### config.mk
export PLATFORM = sky130hd
export DESIGN_NAME = entrada_handshake
export DESIGN_NICKNAME = d
export VERILOG_FILES = /design/src/rtl/entrada_pkg.sv /design/src/rtl/debounce_botao.sv /design/src/rtl/entrada_handshake.sv
export SDC_FILE = /design/constraint.sdc
export NUM_CORES = 1
export LEC_CHECK = 0
export BUFFER_PORTS_ARGS = -buffer_cell sky130_fd_sc_hd__buf_2
export CAP_MARGIN = 25
export CELL_PAD_IN_SITES_DETAIL_PLACEMENT = 0
export CELL_PAD_IN_SITES_GLOBAL_PLACEMENT = 1
export CORE_MARGIN = 5
export CORE_UTILIZATION = 40
export DETAILED_ROUTE_END_ITERATION = 12
export GPL_TIMING_DRIVEN = 0
export PLACE_DENSITY = 0.83
export REMOVE_ABC_BUFFERS = 1
export SYNTH_ARGS = -nofsm -noshare
export SYNTH_HDL_FRONTEND = slang
export SYNTH_SLANG_ARGS = --single-unit
### constraint.sdc
create_clock -name clock_fpga -period 2.1 [get_ports clock_fpga]
set_clock_uncertainty 0.05 [all_clocks]
set_input_delay 0.21 -clock clock_fpga [delete_from_list [all_inputs] [get_ports clock_fpga]]
set_output_delay 0.21 -clock clock_fpga [all_outputs]
set_load 0.05 [all_outputs]
### src/rtl/entrada_pkg.sv
// Shared types and constants for the entrada_handshake IN stage.
// The optional echo port is controlled by the ENTRADA_ECO_EN macro in entrada_handshake.
package entrada_pkg;

  typedef enum logic [2:0] {
    IDLE,
    ESPERA_PRESS,
    ESPERA_SOLTA,
    LIBERA,
    GUARDA
  } estado_t;

  // Cycles spent ignoring in_req after release, covering synchronizer latency.
  localparam int GUARDA_CYCLES = 3;
  localparam int SYNC_DEPTH    = 2;

endpackage

### src/rtl/debounce_botao.sv
// Synchronizer and debouncer for the active-low confirm button.
// Produces one-cycle pulses on debounced press (1->0) and release (0->1) transitions.
module debounce_botao
  import entrada_pkg::*;
#(
  parameter int DEBOUNCE_CYCLES = 500000
)
(
  input  logic clock_fpga,
  input  logic reset,
  input  logic botao_i,
  output logic press_o,
  output logic release_o
);

  localparam int CNT_W = $clog2(DEBOUNCE_CYCLES + 1);
  localparam logic [CNT_W-1:0] CNT_MAX = CNT_W'(DEBOUNCE_CYCLES);

  logic [SYNC_DEPTH-1:0] sync_q;
  logic                  sync_s;
  logic [CNT_W-1:0]      cnt_q, cnt_d;
  logic                  nivel_q, nivel_d;
  logic                  press_q, press_d;
  logic                  release_q, release_d;

  assign sync_s = sync_q[SYNC_DEPTH-1];

  // Counter runs only while the synchronized input disagrees with the
  // debounced level; any return to agreement restarts it from zero.
  always_comb begin
    cnt_d     = cnt_q;
    nivel_d   = nivel_q;
    press_d   = 1'b0;
    release_d = 1'b0;
    if (sync_s == nivel_q) begin
      cnt_d = '0;
    end else if (cnt_q != CNT_MAX) begin
      cnt_d = cnt_q + 1'b1;
      if (cnt_d == CNT_MAX) begin
        nivel_d   = sync_s;
        press_d   = ~sync_s;
        release_d = sync_s;
      end
    end
  end

  always_ff @(posedge clock_fpga or posedge reset) begin
    if (reset) begin
      sync_q    <= '1;
      cnt_q     <= '0;
      nivel_q   <= 1'b1;
      press_q   <= 1'b0;
      release_q <= 1'b0;
    end else begin
      sync_q    <= {sync_q[SYNC_DEPTH-2:0], botao_i};
      cnt_q     <= cnt_d;
      nivel_q   <= nivel_d;
      press_q   <= press_d;
      release_q <= release_d;
    end
  end

  assign press_o   = press_q;
  assign release_o = release_q;

endmodule

### src/rtl/entrada_handshake.sv
// Interactive IN stage: freezes the processor, waits for a confirmed switch value, releases one instruction.
// Defining ENTRADA_ECO_EN adds the 'eco' port showing live/latched switches.
module entrada_handshake
  import entrada_pkg::*;
#(
  parameter int DEBOUNCE_CYCLES = 500000,
  parameter int SW_WIDTH        = 8,
  parameter int IMM_WIDTH       = 14
)
(
  input  logic                 clock_fpga,
  input  logic                 reset,
  input  logic [SW_WIDTH-1:0]  switches,
  input  logic                 botao,
  input  logic                 in_req,
  input  logic                 avanca,
  output logic                 congela,
  output logic [IMM_WIDTH-1:0] entrada_switch,
`ifdef ENTRADA_ECO_EN
  output logic                 in_valido,
  output logic [SW_WIDTH-1:0]  eco
`else
  output logic                 in_valido
`endif
);

  localparam int GW = $clog2(GUARDA_CYCLES);

  logic [SYNC_DEPTH-1:0]  req_sync_q;
  logic                   req_s;
  logic                   press_s, release_s;
  estado_t                state_q, state_d;
  logic [GW-1:0]          guarda_q, guarda_d;
  logic [IMM_WIDTH-1:0]   entrada_q, entrada_d;
  logic                   valido_q, valido_d;

  assign req_s = req_sync_q[SYNC_DEPTH-1];

  debounce_botao #(
    .DEBOUNCE_CYCLES(DEBOUNCE_CYCLES)
  ) u_debounce (
    .clock_fpga(clock_fpga),
    .reset     (reset),
    .botao_i   (botao),
    .press_o   (press_s),
    .release_o (release_s)
  );

  // congela is decoded from the state register so reset clears it asynchronously.
  always_comb begin
    state_d   = state_q;
    guarda_d  = guarda_q;
    entrada_d = entrada_q;
    valido_d  = 1'b0;
    congela   = 1'b0;
    case (state_q)
      IDLE: begin
        if (req_s) state_d = ESPERA_PRESS;
      end
      ESPERA_PRESS: begin
        congela = 1'b1;
        if (press_s) begin
          entrada_d = IMM_WIDTH'(switches);
          valido_d  = 1'b1;
          state_d   = ESPERA_SOLTA;
        end
      end
      ESPERA_SOLTA: begin
        congela = 1'b1;
        if (release_s) state_d = LIBERA;
      end
      LIBERA: begin
        if (avanca) begin
          guarda_d = '0;
          state_d  = GUARDA;
        end
      end
      GUARDA: begin
        if (guarda_q == GW'(GUARDA_CYCLES - 1)) state_d = IDLE;
        else guarda_d = guarda_q + 1'b1;
      end
      default: state_d = IDLE;
    endcase
  end

  always_ff @(posedge clock_fpga or posedge reset) begin
    if (reset) begin
      req_sync_q <= '0;
      state_q    <= IDLE;
      guarda_q   <= '0;
      entrada_q  <= '0;
      valido_q   <= 1'b0;
    end else begin
      req_sync_q <= {req_sync_q[SYNC_DEPTH-2:0], in_req};
      state_q    <= state_d;
      guarda_q   <= guarda_d;
      entrada_q  <= entrada_d;
      valido_q   <= valido_d;
    end
  end

  assign entrada_switch = entrada_q;
  assign in_valido      = valido_q;

`ifdef ENTRADA_ECO_EN
  logic [SW_WIDTH-1:0] eco_q;

  always_ff @(posedge clock_fpga or posedge reset) begin
    if (reset) eco_q <= '0;
    else if (state_q == ESPERA_PRESS) eco_q <= switches;
    else eco_q <= entrada_q[SW_WIDTH-1:0];
  end

  assign eco = eco_q;
`endif

endmodule

### Word-level counts from Yosys, hierarchy flattened

Cells that the tools add are included.

* flip-flop bits (word level): 40
* bits in latches: 0
* memory bits (writable): 0
* ROM bits: 0
* bits of input ports: 13
* output and inout port bits: 16
* word-level logic and storage cells: 56
* memories kept: 0

* $add $sub $neg: 2
* multiply operators: 0
* divide/modulo/power cells: 0
* order comparisons: 0
* equality and inequality tests: 14
* shifts and indexed selects: 0
* muxes and demuxes: 20
* bitwise logic cells: 2
* reduce and logical (&&, ||, !) cells: 8

Operators by type and width (number)
* $mux 19: 2
* $add 19x1->19 const B: 1
* $eq 19x19->1 const B: 1
* $ne 19x19->1 const B: 1
* $mux 3: 5
* $pmux 3 s5: 1
* $mux 1: 9
* $ne 2x2->1 const B: 4
* $eq 3x2->1 const B: 2
* $reduce_and 3->1: 2
* $reduce_and 5->1: 1
* $mux 2: 2
* $ne 2x1->1 const B: 2
* $pmux 2 s2: 1
* $reduce_bool 2->1: 2
* $eq 3x1->1 const B: 1
* $eq 3x3->1 const B: 1
* $logic_not 3->1: 1
* $add 2x1->2 const B: 1
* $eq 2x2->1 const B: 1
* $not 1->1: 2
* $reduce_and 2->1: 1
* $reduce_or 2->1: 1
* $eq 1x1->1: 1

### Logic depth before layout (Yosys ltp)

Gate-level depths: netlist of the first run.

* depth in word-level cells: 5
* depth in mapped cells: 8
* depth with buffers taken out: 8

### Hierarchy

Synthesis of the first run repeated with hierarchy kept, for this count alone.

* cell total of the unflattened synthesis: 213
* area total of the unflattened synthesis: 2163.3 sq um

By module, submodules not included
* debounce_botao: times used 1, cells an instance 156, area an instance 1450.1 sq um, seq. area each 604.3 sq um
* entrada_handshake: times used 1, cells an instance 57, area an instance 713.2 sq um, seq. area each 400.4 sq um

### Worst setup path after synthesis of the first run

OpenSTA, ideal clock, no wires.

* kind: register to register
* start: register u_debounce.cnt_q[0]
* end: register u_debounce.nivel_q
* library setup time: 0.082 ns
* arrival: 2.074 ns
* data required time: 1.968 ns
* setup slack: -0.106 ns
* cell stages (with the launch flop): 9
* path buffers: 1
* clock period less this slack: 2.206 ns
* cell sequence: dfrtp_1 > ha_1 > and4_1 > buf_2 > nand2_1 > nor4_1 > o2111ai_1 > and4bb_4 > mux2_4

* cells in the longest elaborated chain, start to end: 3
* elaborated cells on any way between the ends: 4
* classes of those cells: 1 x add/sub; 2 x eq/ne; 1 x reduce/logical

Ends and longest elaborated chain
* start, declared: RTL line debounce_botao.sv:21 `logic [CNT_W-1:0] cnt_q, cnt_d;`
* start signal, assigned: RTL line debounce_botao.sv:56 `cnt_q <= cnt_d;`
* $add 19x1->19: RTL line debounce_botao.sv:38 `cnt_d = cnt_q + 1'b1;`
* $eq 19x19->1: RTL line debounce_botao.sv:39 `if (cnt_d == CNT_MAX) begin`
* $reduce_and 3->1 (no line) (*)
* end signal, assigned: RTL line debounce_botao.sv:57 `nivel_q <= nivel_d;`
* end, declared: RTL line debounce_botao.sv:22 `logic nivel_q, nivel_d;`

Mark *: on every way between the ends. The rest lies on a longest branch, timed or not.
A chain may end at the register's enable or synchronous reset.

### Worst setup path in the final report of the first run

* start: register u_debounce.cnt_q[8]
* end: register u_debounce.nivel_q

Same word-level chain as after synthesis.

==> key figures, run 1 <==
Logic synthesis
  – Synthesized flop and latch total: 40
  – Synth top area cells: dfrtp_1 (44%), mux2_2 (4.8%), xnor2_1 (4.1%), dfstp_2 (3.7%), nor2_1 (3.4%)
  – Post-synthesis sequential area ratio: 0.4732
  – FFs w/ async S/R, synth: 1.000
  – Synth warnings: 0
  – Cell taking the most area after synthesis: dfrtp_1
  – Syn avg cell area: ~11 µm²
  – Synth Instances: ~200
  – Top FF cell, synth: dfrtp_1
  – Area fraction of the dominant cell type after synthesis: 0.4361
  – Synth Cell Area: between 2000 and 2500 µm²
  – Number of synthesized flops with an enable pin: 0
  – Synth cell types: 49

Run status
  – Status: finished, violations left
  – Violated checks: setup timing

Clocking
  – CTS buffer count: 5
  – Max clock buf depth: 2
  – CTS H-tree depth: 2
  – Worst-path clk slew: 80 ps
  – Clk_lat worst skew: a little under 300 ps
  – CTS tree: done
  – Root buf cell: clkbuf_8
  – Clock sink count: 40

Global route
  – Vias in the first global route: ~1700
  – Grt peak-use layer: met2
  – Met2 usage: 0.2340
  – Initial antenna violation count: 0
  – Global-route wire length before repair: roughly 7.7 mm
  – Total gr overflow: 0
  – Met3 Resource Use GR: 0.03564
  – Largest net degree at the start of global routing: between 40 and 50
  – All-Layer GR Usage: 0.1355
  – Met1 usage: 0.1603

Layout
  – Final net count: 271
  – Layout cells sized above 1: 0.4275
  – Multi-input gate area: 1117 µm²
  – Antenna Diode Count: 0
  – Area grow syn2layout: 30.23%
  – Register Area: roughly 1000 µm²
  – Fillers: 467
  – Final core utilization: 0.5380

Floorplanning
  – Core box area: 5140 µm²
  – Die X: 82.86 µm
  – Top Ports: 29
  – Starting Density: 0.4131
  – DIE AREA: 6865 µm²
  – Row count: 26
  – Die Ht: 82.86 µm

Worst setup path
  – CP max-delay cell: or4_4
  – Reg2Reg Setup Slack: -210 ps
  – Critical Path AT: around 2500 ps
  – Delay-heaviest family, CP: simple AND/OR/NAND/NOR gates
  – Critical path, cell by cell: nand4_1 > or4_4 > mux2i_1 > o211ai_1 > and4bb_4 > mux2_4
  – Slowest Stage Delay on Critical Path: 570 ps
  – Required @ worst endpoint: ~2300 ps
  – Setup crit start kind: flip-flop
  – Reg2reg end: u_debounce.nivel_q
  – R2R Path Start: u_debounce.cnt_q[8]
  – Critical path class: flip-flop to flip-flop
  – CP Capture Type: flip-flop
  – Critical Path Fanout Max: 5
  – CP Buf/Inv Count: 0
  – R2r worst-path depth: 6

Timing
  – Final Max Slew Viols: 0
  – Min Hold Slack: between 30 and 40 ps
  – Slew @ Worst Pin: 981.5 ps
  – Fin worst setup slack: -211.4 ps
  – Final period util: 1.101
  – Slew headroom: 0.3410
  – Period minus WS final: between 2000 and 2500 ps
  – RSZ-0062 raised after global routing: true
  – Final hold vios: 0
  – Setup-failing EPs final: 14
  – F_max: about 0.43 GHz

Drt
  – Initial DRC count: around 100
  – Vias per inst: around 5.2
  – Vias after detailed routing: 1695
  – ANT nets after route: 0
  – DRT Wirelength: between 4 and 5 mm
  – Residual DRC: 0
  – Wirelength per Cell: 14.49 µm
  – 1st-pass router iterations: 4

Place
  – DPL Wire Length: between 2 and 3 mm
  – Gpl congestion: between 0.8 and 0.9
  – Post-Place Worst Slack: -504.0 ps
  – IO buf count: 22

Run
  – Max-cap viol count: 0

Power and ir drop
  – Max VDD drop: approximately 0.34 mV
  – Pleak: ~1.3 nW
  – Power density over the cells: approximately 560 nW/µm²

Hold path
  – HP Class: primary input to async pin
==> cells in the mapped netlist, types with 2 or more instances <==
master	n
nor3_1	4
and3_1	3
dfrtp_1	37
mux2_2	9
mux2i_1	2
and2_1	3
o21ba_2	4
xnor2_1	10
ha_1	4
o211ai_1	3
or3_1	3
buf_4	8
inv_1	7
and4_1	3
nor2_1	19
nand3_1	8
nor3b_1	4
nand2b_1	2
o31a_1	2
nor4_1	4
dfstp_2	3
nand4_1	5
o21ai_0	4
a21boi_0	2
a21oi_1	4
xor2_1	6
buf_2	2
nand2_1	10
clkbuf_1	5
or4_4	2
==> where the power goes <==
| part | leakage [nW] | total, mW | switching, mW | internal, mW |
|---|---|---|---|---|
| clock network | 0.0548 | 0.644 | 0.286 | 0.358 |
| registers | 0.521 | 0.787 | 0.00672 | 0.780 |
| logic | 0.697 | 0.111 | 0.0695 | 0.0420 |
==> timing repair <==
item | 4_1_cts | 5_1_grt
pin swaps | 8 | 1
resized for setup | 22 | 7
hold buffers | 2 | 0
buffers inserted | 29 | 4
setup endpoints to repair | 15 | 15
hold endpoints to repair | 2 | 0
==> layout make-up <==
type                            count  share of cell area
Timing Repair Buffer               57              0.1471
Clock inverter                      3             0.01674
Tap cell                           70             0.03167
Inverter                            7            0.009502
Sequential cell                    40              0.3661
Multi-Input combinational cell    143              0.4041
Clock buffer                        5             0.02489
==> sequential cells by signal, summed over array words and instances (netlist names) <==
signal and cells:
guarda_q 2, entrada_switch 8, u_debounce.cnt_q 19, u_debounce.sync_q 2, u_debounce.press_o 1, u_debounce.nivel_q 1
in_valido 1, req_sync_q 2, state_q 3, u_debounce.release_o 1
==> placed cells by master, fill, tap and decap left out, drive strengths merged, types with 4 or more instances in the layout <==
cell,Yosys,final
dfrtp,37,37
nor3b,4,4
nand2,10,10
o21ba,4,4
ha,4,4
a21oi,4,4
xor2,6,6
nor4,4,4
nor3,5,5
nand3,8,8
inv,7,8
nand4,5,5
nor2,19,19
buf,11,55
xnor2,10,10
clkbuf,5,5
o21ai,4,4
mux2,10,10
conb,1,6
==> worst max-delay path by stage <==
stage                         from                 end  slack [ps]  cells past startpoint
3_5_place_dp   u_debounce.cnt_q[0]  u_debounce.nivel_q        -500                      7
3_3_place_gp   u_debounce.cnt_q[0]  u_debounce.nivel_q        -530                      7
5_1_grt        u_debounce.cnt_q[8]  u_debounce.nivel_q        -250                      6
4_1_cts        u_debounce.cnt_q[0]  u_debounce.nivel_q        -120                      7
6_report       u_debounce.cnt_q[8]  u_debounce.nivel_q        -210                      6
2_1_floorplan  u_debounce.cnt_q[0]  u_debounce.nivel_q        -100                      7
==> cells by family (layout without fill, tap and decap cells) <==
family,after synthesis,count (layout),synth area share
mux,12,12,0.06423
compound gates,27,27,0.09606
flops,40,40,0.4732
fa+ha+maj,4,4,0.02357
other cells,1,6,0.001766
buf+inv,23,72,0.05952
xor+xnor,16,16,0.06600
simple gates,78,78,0.2157
==> stage by stage <==
step                cell area [µm²]  std cells  TNS, ps  power (mW)
finish                         2765        325   -915.0       1.542
global placement               2240        282    -3200      0.8795
CTS                            2691        321   -235.6       1.557
global route                   2765        325    -1831       1.601
floorplan                      2042        190   -160.5      0.8575
detailed placement             2240        282    -3405      0.8809
==> per-layer routing <==
| layer | share of wire | vias up |
|---|---|---|
| met3 | 0.038 | 7 |
| met4 | 0.015 | 0 |
| li1 | - | 809 |
| met2 | 0.53 | 36 |
| met5 | 0 | - |
| met1 | 0.42 | 843 |
No activity file was read; power rests on OpenSTA's default activity.
==> inputs of run 2 (changes only) <==
--- a/config.mk
+++ b/config.mk
@@ -11,6 +11,7 @@
 export CELL_PAD_IN_SITES_GLOBAL_PLACEMENT = 1
 export CORE_MARGIN = 5
 export CORE_UTILIZATION = 40
+export CTS_BUF_LIST = sky130_fd_sc_hd__clkbuf_16
 export DETAILED_ROUTE_END_ITERATION = 12
 export GPL_TIMING_DRIVEN = 0
 export PLACE_DENSITY = 0.83
==> key figures, run 2 (same netlist as run 1, synthesis figures left out) <==
Layout
  – Fin cells: 323 (-0.62%)
  – Area grow syn2layout: 30.88%
  – Antenna Diode Count: 0 (unchanged)
  – Largest Register: u_debounce.cnt_q
  – Most frequent cells in the layout: buf_4 (30), dfrtp_1 (29), buf_2 (22)
  – Final core utilization: 0.5407 (+0.002677)
  – Final net count: 269 (-0.74%)
  – Layout cells sized above 1: 0.4348 (+0.007332)
  – Max FFs per register: 19 (unchanged)
  – Commonest non-fill, non-tap cell in the layout: buf_4

Global route
  – Vias in the first global route: 1645 (-1.1%)
  – Largest net degree at the start of global routing: 41 (unchanged)
  – Total gr overflow: 0 (unchanged)
  – Initial antenna violation count: 0 (unchanged)
  – All-Layer GR Usage: 0.1390 (+0.003554)
  – Global-route wire length before repair: 7.817 mm (+2.2%)

Power and ir drop
  – Max VDD drop: 0.5121 mV (+49%)
  – Sw Share: 0.2175 (-0.01717)
  – Total power: 1.761 mW (+14%)
  – Cell Int Power: 1.378 mW (+17%)
  – Clock Power Share: 0.496 (+0.079)
  – Combinational share of power: 0.055 (-0.017)
  – Flop pwr share: 0.450 (-0.060)
  – Switching pwr: 383.1 µW (+5.9%)
  – Power density over the cells: 633.9 nW/µm² (+14%)
  – Pleak: 1.272 nW (-0.10%)

Clocking
  – Root buf cell: clkbuf_16
  – CTS H-tree depth: 2 (unchanged)
  – CTS buffer count: 5 (unchanged)
  – Clk_lat worst skew: 280 ps (about the same)
  – Max clock buf depth: 2 (unchanged)
  – Worst-path clk slew: 60 ps (-20 ps)
  – CTS tree: done
  – Clock sink count: 40 (unchanged)

Run
  – Max-cap viol count: 0 (unchanged)

Place
  – IO buf count: 22 (unchanged)
  – Placed cell count: 282 (unchanged)
  – Gpl congestion: 0.8054 (unchanged)
  – Post-Place Worst Slack: -504.0 ps (unchanged)
  – DPL Wire Length: 2.829 mm (unchanged)

Drt
  – Vias per inst: 5.235 (+0.38%)
  – Residual DRC: 0 (unchanged)
  – DRT Wirelength: 4.749 mm (+0.87%)
  – Vias after detailed routing: 1691 (-0.24%)
  – ANT nets after route: 0 (unchanged)
  – Initial DRC count: 117 (+15%)
  – Wirelength per Cell: 14.70 µm (+1.5%)
  – 1st-pass router iterations: 4 (unchanged)

Timing
  – Slew headroom: 0.3386 (-0.002419)
  – Slew @ Worst Pin: 985.1 ps (+3.602 ps)
  – Final Max Slew Viols: 0 (unchanged)
  – Period minus WS final: 2235 ps (-76.85 ps)
  – Setup TNS: -384.7 ps (+530.4 ps)
  – F_max: 0.4475 GHz (+3.4%)
  – Final period util: 1.064 (-0.03660)
  – Fin worst setup slack: -134.6 ps (+76.85 ps)
  – Setup-failing EPs final: 4 (-10)
  – RSZ-0062 raised after global routing: true
  – Final hold vios: 0 (unchanged)

Worst setup path
  – Setup crit start kind: flip-flop
  – CP Buf/Inv Count: 3 (+3)
  – CP max-delay cell: dfrtp_2
  – CP Capture Type: flip-flop
  – Critical path, cell by cell: nand4_1 > buf_4 > buf_4 > nor3_1 > o21ai_0 > a32o_1 > and4bb_4 > buf_4 > and2_1
  – Critical Path AT: 2360 ps (-130 ps)
  – Required @ worst endpoint: 2220 ps (-50 ps)
  – Delay-heaviest family, CP: simple AND/OR/NAND/NOR gates
  – Critical Path Fanout Max: 5 (unchanged)
  – Critical path class: flip-flop to flip-flop
  – CP dominant cell by count: buf_4
  – Slowest Stage Delay on Critical Path: 400 ps (-170 ps)

Floorplanning
  – Row count: 26 (unchanged)
  – Starting Density: 0.4131 (unchanged)
  – Top Ports: 29 (unchanged)
  – DIE AREA: 6865 µm² (unchanged)
  – Die X: 82.86 µm (unchanged)
  – Core box area: 5140 µm² (unchanged)
  – Die Ht: 82.86 µm (unchanged)

Run status
  – Violated checks: setup timing
  – Status: finished, violations left

Hold path
  – HP Class: primary input to async pin
## run 2: cell count changes in the layout (fill, tap and decap cells not counted), sizes merged
cell	before	now
nand2b	2	3
buf	55	52
## run 2: worst paths after layout
check                                    start              endpoint  slack, ps  depth (start not counted)
min                                      reset   u_debounce.cnt_q[4]         50                          2
min in group clock_fpga            switches[4]     entrada_switch[4]        110                          2
min reg2reg                      req_sync_q[0]         req_sync_q[1]        300                          0
max                        u_debounce.cnt_q[7]  u_debounce.release_o       -130                          9
max reg2reg                u_debounce.cnt_q[7]  u_debounce.release_o       -130                          9
max in group asynchronous                reset  u_debounce.cnt_q[12]       1380                          2
## run 2: metal layers
layer | vias to the layer above | GRT usage | share of wire
li1 | 810 | - | -
met3 | 12 | 0.03168 | 0.047
met1 | 825 | 0.1653 | 0.41
met5 | - | 0 | 0
met4 | 0 | 0.04755 | 0.020
met2 | 44 | 0.2456 | 0.52
## run 2: final cells by class
type / count / area (µm²)
clock inverters: 3 / 46.29
fillers: 453 / 2361
flip-flops and latches: 40 / 1015
inverters: 7 / 26.28
clock buffers: 5 / 125.1
multi-input cells: 144 / 1124
well taps: 70 / 87.58
repair buffers: 54 / 355.3
## run 2: power by group through the flow
stage,clock (mW),sequential [mW],combinational (mW)
after floorplan,0,0.803,0.0549
after global placement,0,0.805,0.0749
after detailed placement,0,0.805,0.0761
after CTS,0.891,0.790,0.0943
after global routing,0.917,0.793,0.108
final,0.873,0.792,0.0967
## run 2: per-stage QoR
| step | hold WS (ps) | area, µm² |
|---|---|---|
| after global routing | 108.6 | 2779 |
| after global placement | 265.3 | 2240 |
| after CTS | 79.32 | 2709 |
| after detailed placement | 266.8 | 2240 |
| final | 47.53 | 2779 |
| after floorplan | 164.5 | 2042 |
## run 2: repair_timing
action	4_1_cts	5_1_grt
setup endpoints to repair	15	5
endpoints found under the hold margin	2	0
cloned	0	1
hold buffers	2	0
gates resized for setup	23	9
pin swaps	9	6
setup buffers	27	3
## run 2: worst reg2reg max path, cell delays in order (launching register included)
cell and delay, ps:
dfrtp_2 400, nand4_1 200, buf_4 200, buf_4 120
nor3_1 260, o21ai_0 130, a32o_1 290, and4bb_4 210
buf_4 130, and2_1 140
==> inputs of run 3 (changes only) <==
--- a/config.mk
+++ b/config.mk
@@ -5,16 +5,16 @@
 export SDC_FILE = /design/constraint.sdc
 export NUM_CORES = 1
 export LEC_CHECK = 0
-export BUFFER_PORTS_ARGS = -buffer_cell sky130_fd_sc_hd__buf_2
 export CAP_MARGIN = 25
 export CELL_PAD_IN_SITES_DETAIL_PLACEMENT = 0
 export CELL_PAD_IN_SITES_GLOBAL_PLACEMENT = 1
 export CORE_MARGIN = 5
-export CORE_UTILIZATION = 40
+export CORE_UTILIZATION = 44
 export CTS_BUF_LIST = sky130_fd_sc_hd__clkbuf_16
 export DETAILED_ROUTE_END_ITERATION = 12
+export DONT_BUFFER_PORTS = 1
 export GPL_TIMING_DRIVEN = 0
-export PLACE_DENSITY = 0.83
+export PLACE_DENSITY = 0.82
 export REMOVE_ABC_BUFFERS = 1
 export SYNTH_ARGS = -nofsm -noshare
 export SYNTH_HDL_FRONTEND = slang
==> key figures, run 3 (same netlist as run 1, synthesis figures left out) <==
Hold path
  – Hold path cells: 1
  – Min-delay src: switches[7]
  – HP Class: primary input to flip-flop
  – Hold EP: entrada_switch[7]

Timing
  – Fin worst setup slack: -209.2 ps (-74.59 ps)
  – RSZ-0062 raised after global routing: true
  – Final Max Slew Viols: 0 (unchanged)
  – Period minus WS final: 2309 ps (+74.59 ps)
  – Min Hold Slack: 25.27 ps (-22.26 ps)
  – F_max: 0.4331 GHz (-3.2%)
  – Setup TNS: -572.4 ps (-187.8 ps)
  – Setup-failing EPs final: 5 (+1)
  – Slew @ Worst Pin: 1060 ps (+74.42 ps)
  – Final period util: 1.100 (+0.03552)
  – Slew headroom: 0.2886 (-0.04997)
  – Final hold vios: 0 (unchanged)

Layout
  – Max FFs per register: 19 (unchanged)
  – Most frequent cells in the layout: dfrtp_1 (27), buf_4 (25), nor2_1 (13)
  – Antenna Diode Count: 0 (unchanged)
  – Final net count: 246 (-8.6%)
  – Fin cells: 284 (-12%)
  – Area grow syn2layout: 27.75%
  – Layout cells sized above 1: 0.4174 (-0.01739)
  – Commonest non-fill, non-tap cell in the layout: dfrtp_1
  – Largest Register: u_debounce.cnt_q
  – Final Cell Area: 2713 µm² (-2.4%)

Worst setup path
  – Reg2Reg Setup Slack: -210 ps (-70 ps)
  – R2R Path Start: u_debounce.cnt_q[1]
  – Critical path class: flip-flop to flip-flop
  – R2r worst-path depth: 7 (-2)
  – CP Capture Type: flip-flop
  – Critical Path Fanout Max: 7 (+2)
  – Reg2reg end: u_debounce.nivel_q
  – Critical Path AT: 2470 ps (+110 ps)
  – Setup crit start kind: flip-flop
  – Required @ worst endpoint: 2260 ps (+40 ps)

Drt
  – Vias per inst: 5.616 (+7.3%)
  – Vias after detailed routing: 1595 (-5.7%)
  – 1st-pass router iterations: 4 (unchanged)
  – DRT Wirelength: 4.745 mm (about the same)
  – Residual DRC: 0 (unchanged)
  – ANT nets after route: 0 (unchanged)
  – Wirelength per Cell: 16.71 µm (+14%)
  – Initial DRC count: 61 (-48%)

Run status
  – Status: finished, violations left
  – Violated checks: setup timing

Clocking
  – Clk_lat worst skew: 280 ps (about the same)
  – CTS buffer count: 5 (unchanged)
  – Max clock buf depth: 2 (unchanged)
  – Clock sink count: 40 (unchanged)
  – Root buf cell: clkbuf_16
  – CTS H-tree depth: 2 (unchanged)
  – CTS tree: done
  – Worst-path clk slew: 60 ps (about the same)

Power and ir drop
  – Power density over the cells: 654.6 nW/µm² (+3.3%)
  – Max VDD drop: 0.4936 mV (-3.6%)
  – Pleak: 1.180 nW (-7.2%)
  – Total power: 1.776 mW (+0.80%)

Run
  – Max-cap viol count: 0 (unchanged)

Global route
  – Largest net degree at the start of global routing: 41 (unchanged)
  – Global-route wire length before repair: 7.997 mm (+2.3%)
  – All-Layer GR Usage: 0.1650 (+0.02602)
  – Total gr overflow: 0 (unchanged)
  – Initial antenna violation count: 0 (unchanged)
  – Vias in the first global route: 1647 (+0.12%)

Floorplanning
  – DIE AREA: 6315 µm² (-8.0%)
  – Row count: 25 (-3.8%)
  – Starting Density: 0.4525 (+0.03944)
  – Top Ports: 29 (unchanged)
  – Core box area: 4692 µm² (-8.7%)
  – Die Ht: 79.47 µm (-4.1%)
  – Die X: 79.47 µm (-4.1%)

Place
  – Gpl congestion: 0.7272 (-9.7%)
  – Placed cell count: 244 (-13%)
  – DPL Wire Length: 2.837 mm (+0.27%)
  – IO buf count: 0 (-100%)
  – DP Area: 2110 µm² (-5.8%)
==> run 3: cell count changes in the layout (fill, tap and decap cells not counted), moves of 2 or more <==
cell	before	now
buf_2	22	0
buf_4	30	25
nor2_1	18	13
nor2_2	0	5
buf_12	0	2
buf_6	0	2
dfrtp_1	29	27
dfrtp_2	8	10
nor4_2	3	1
==> run 3: area by class of cell <==
cell class              instances  area (µm²)
clock buffers                   5       125.1
clock inverters                 3       46.29
fillers                       392        1979
inverters                       7       26.28
multi-input cells             143        1150
flip-flops and latches         40        1017
well taps                      54       67.56
repair buffers                 32       280.3
==> run 3: worst max path at each step <==
| stage | startpoint | end | slack [ps] | cells past startpoint |
|---|---|---|---|---|
| finish | u_debounce.cnt_q[1] | u_debounce.nivel_q | -210 | 7 |
| global placement | u_debounce.cnt_q[0] | u_debounce.nivel_q | -510 | 7 |
| CTS | u_debounce.cnt_q[5] | u_debounce.nivel_q | -170 | 6 |
| detailed placement | u_debounce.cnt_q[0] | u_debounce.nivel_q | -490 | 7 |
| floorplan | u_debounce.cnt_q[0] | u_debounce.nivel_q | -100 | 7 |
| global route | u_debounce.cnt_q[0] | u_debounce.nivel_q | -270 | 7 |
==> run 3: critical path, stage by stage, from the launching register on <==
cell	delay (ps)
dfrtp_2	410
ha_4	180
and4_4	270
a21boi_2	90
nor4_2	330
o2111ai_1	210
and4bb_4	400
mux2_4	300
==> run 3: per-stage QoR <==
stage                     setup slack [ps]  utilization
after floorplan                     -95.69            -
after global placement              -511.6       0.4496
after detailed placement            -489.1       0.4496
after CTS                           -166.9       0.5451
after global routing                -274.4       0.5781
final                               -209.2       0.5781
==> run 3: what timing repair did <==
item	4_1_cts	5_1_grt
pin swaps	5	14
buffers inserted	23	6
hold endpoints to repair	39	0
endpoints found under the setup margin	13	15
hold buffers	3	0
gates resized for setup	17	30
gates cloned	0	0
==> run 3: per-layer routing <==
metal  up-vias  global-route usage  wire length [µm]  share of wire
met5         -                   0                 0              0
met4         0             0.07560                78          0.016
met3         7             0.05079               116          0.024
met2        21              0.2730              2592           0.55
met1       810              0.1951              1958           0.41
li1        757                   -                 -              -
==> run 3: power breakdown <==
part	leakage [nW]	total, mW	internal (mW)	switching, mW
sequential	0.515	0.790	0.782	0.00850
clock	0.0804	0.880	0.564	0.315
combinational	0.585	0.106	0.0379	0.0678
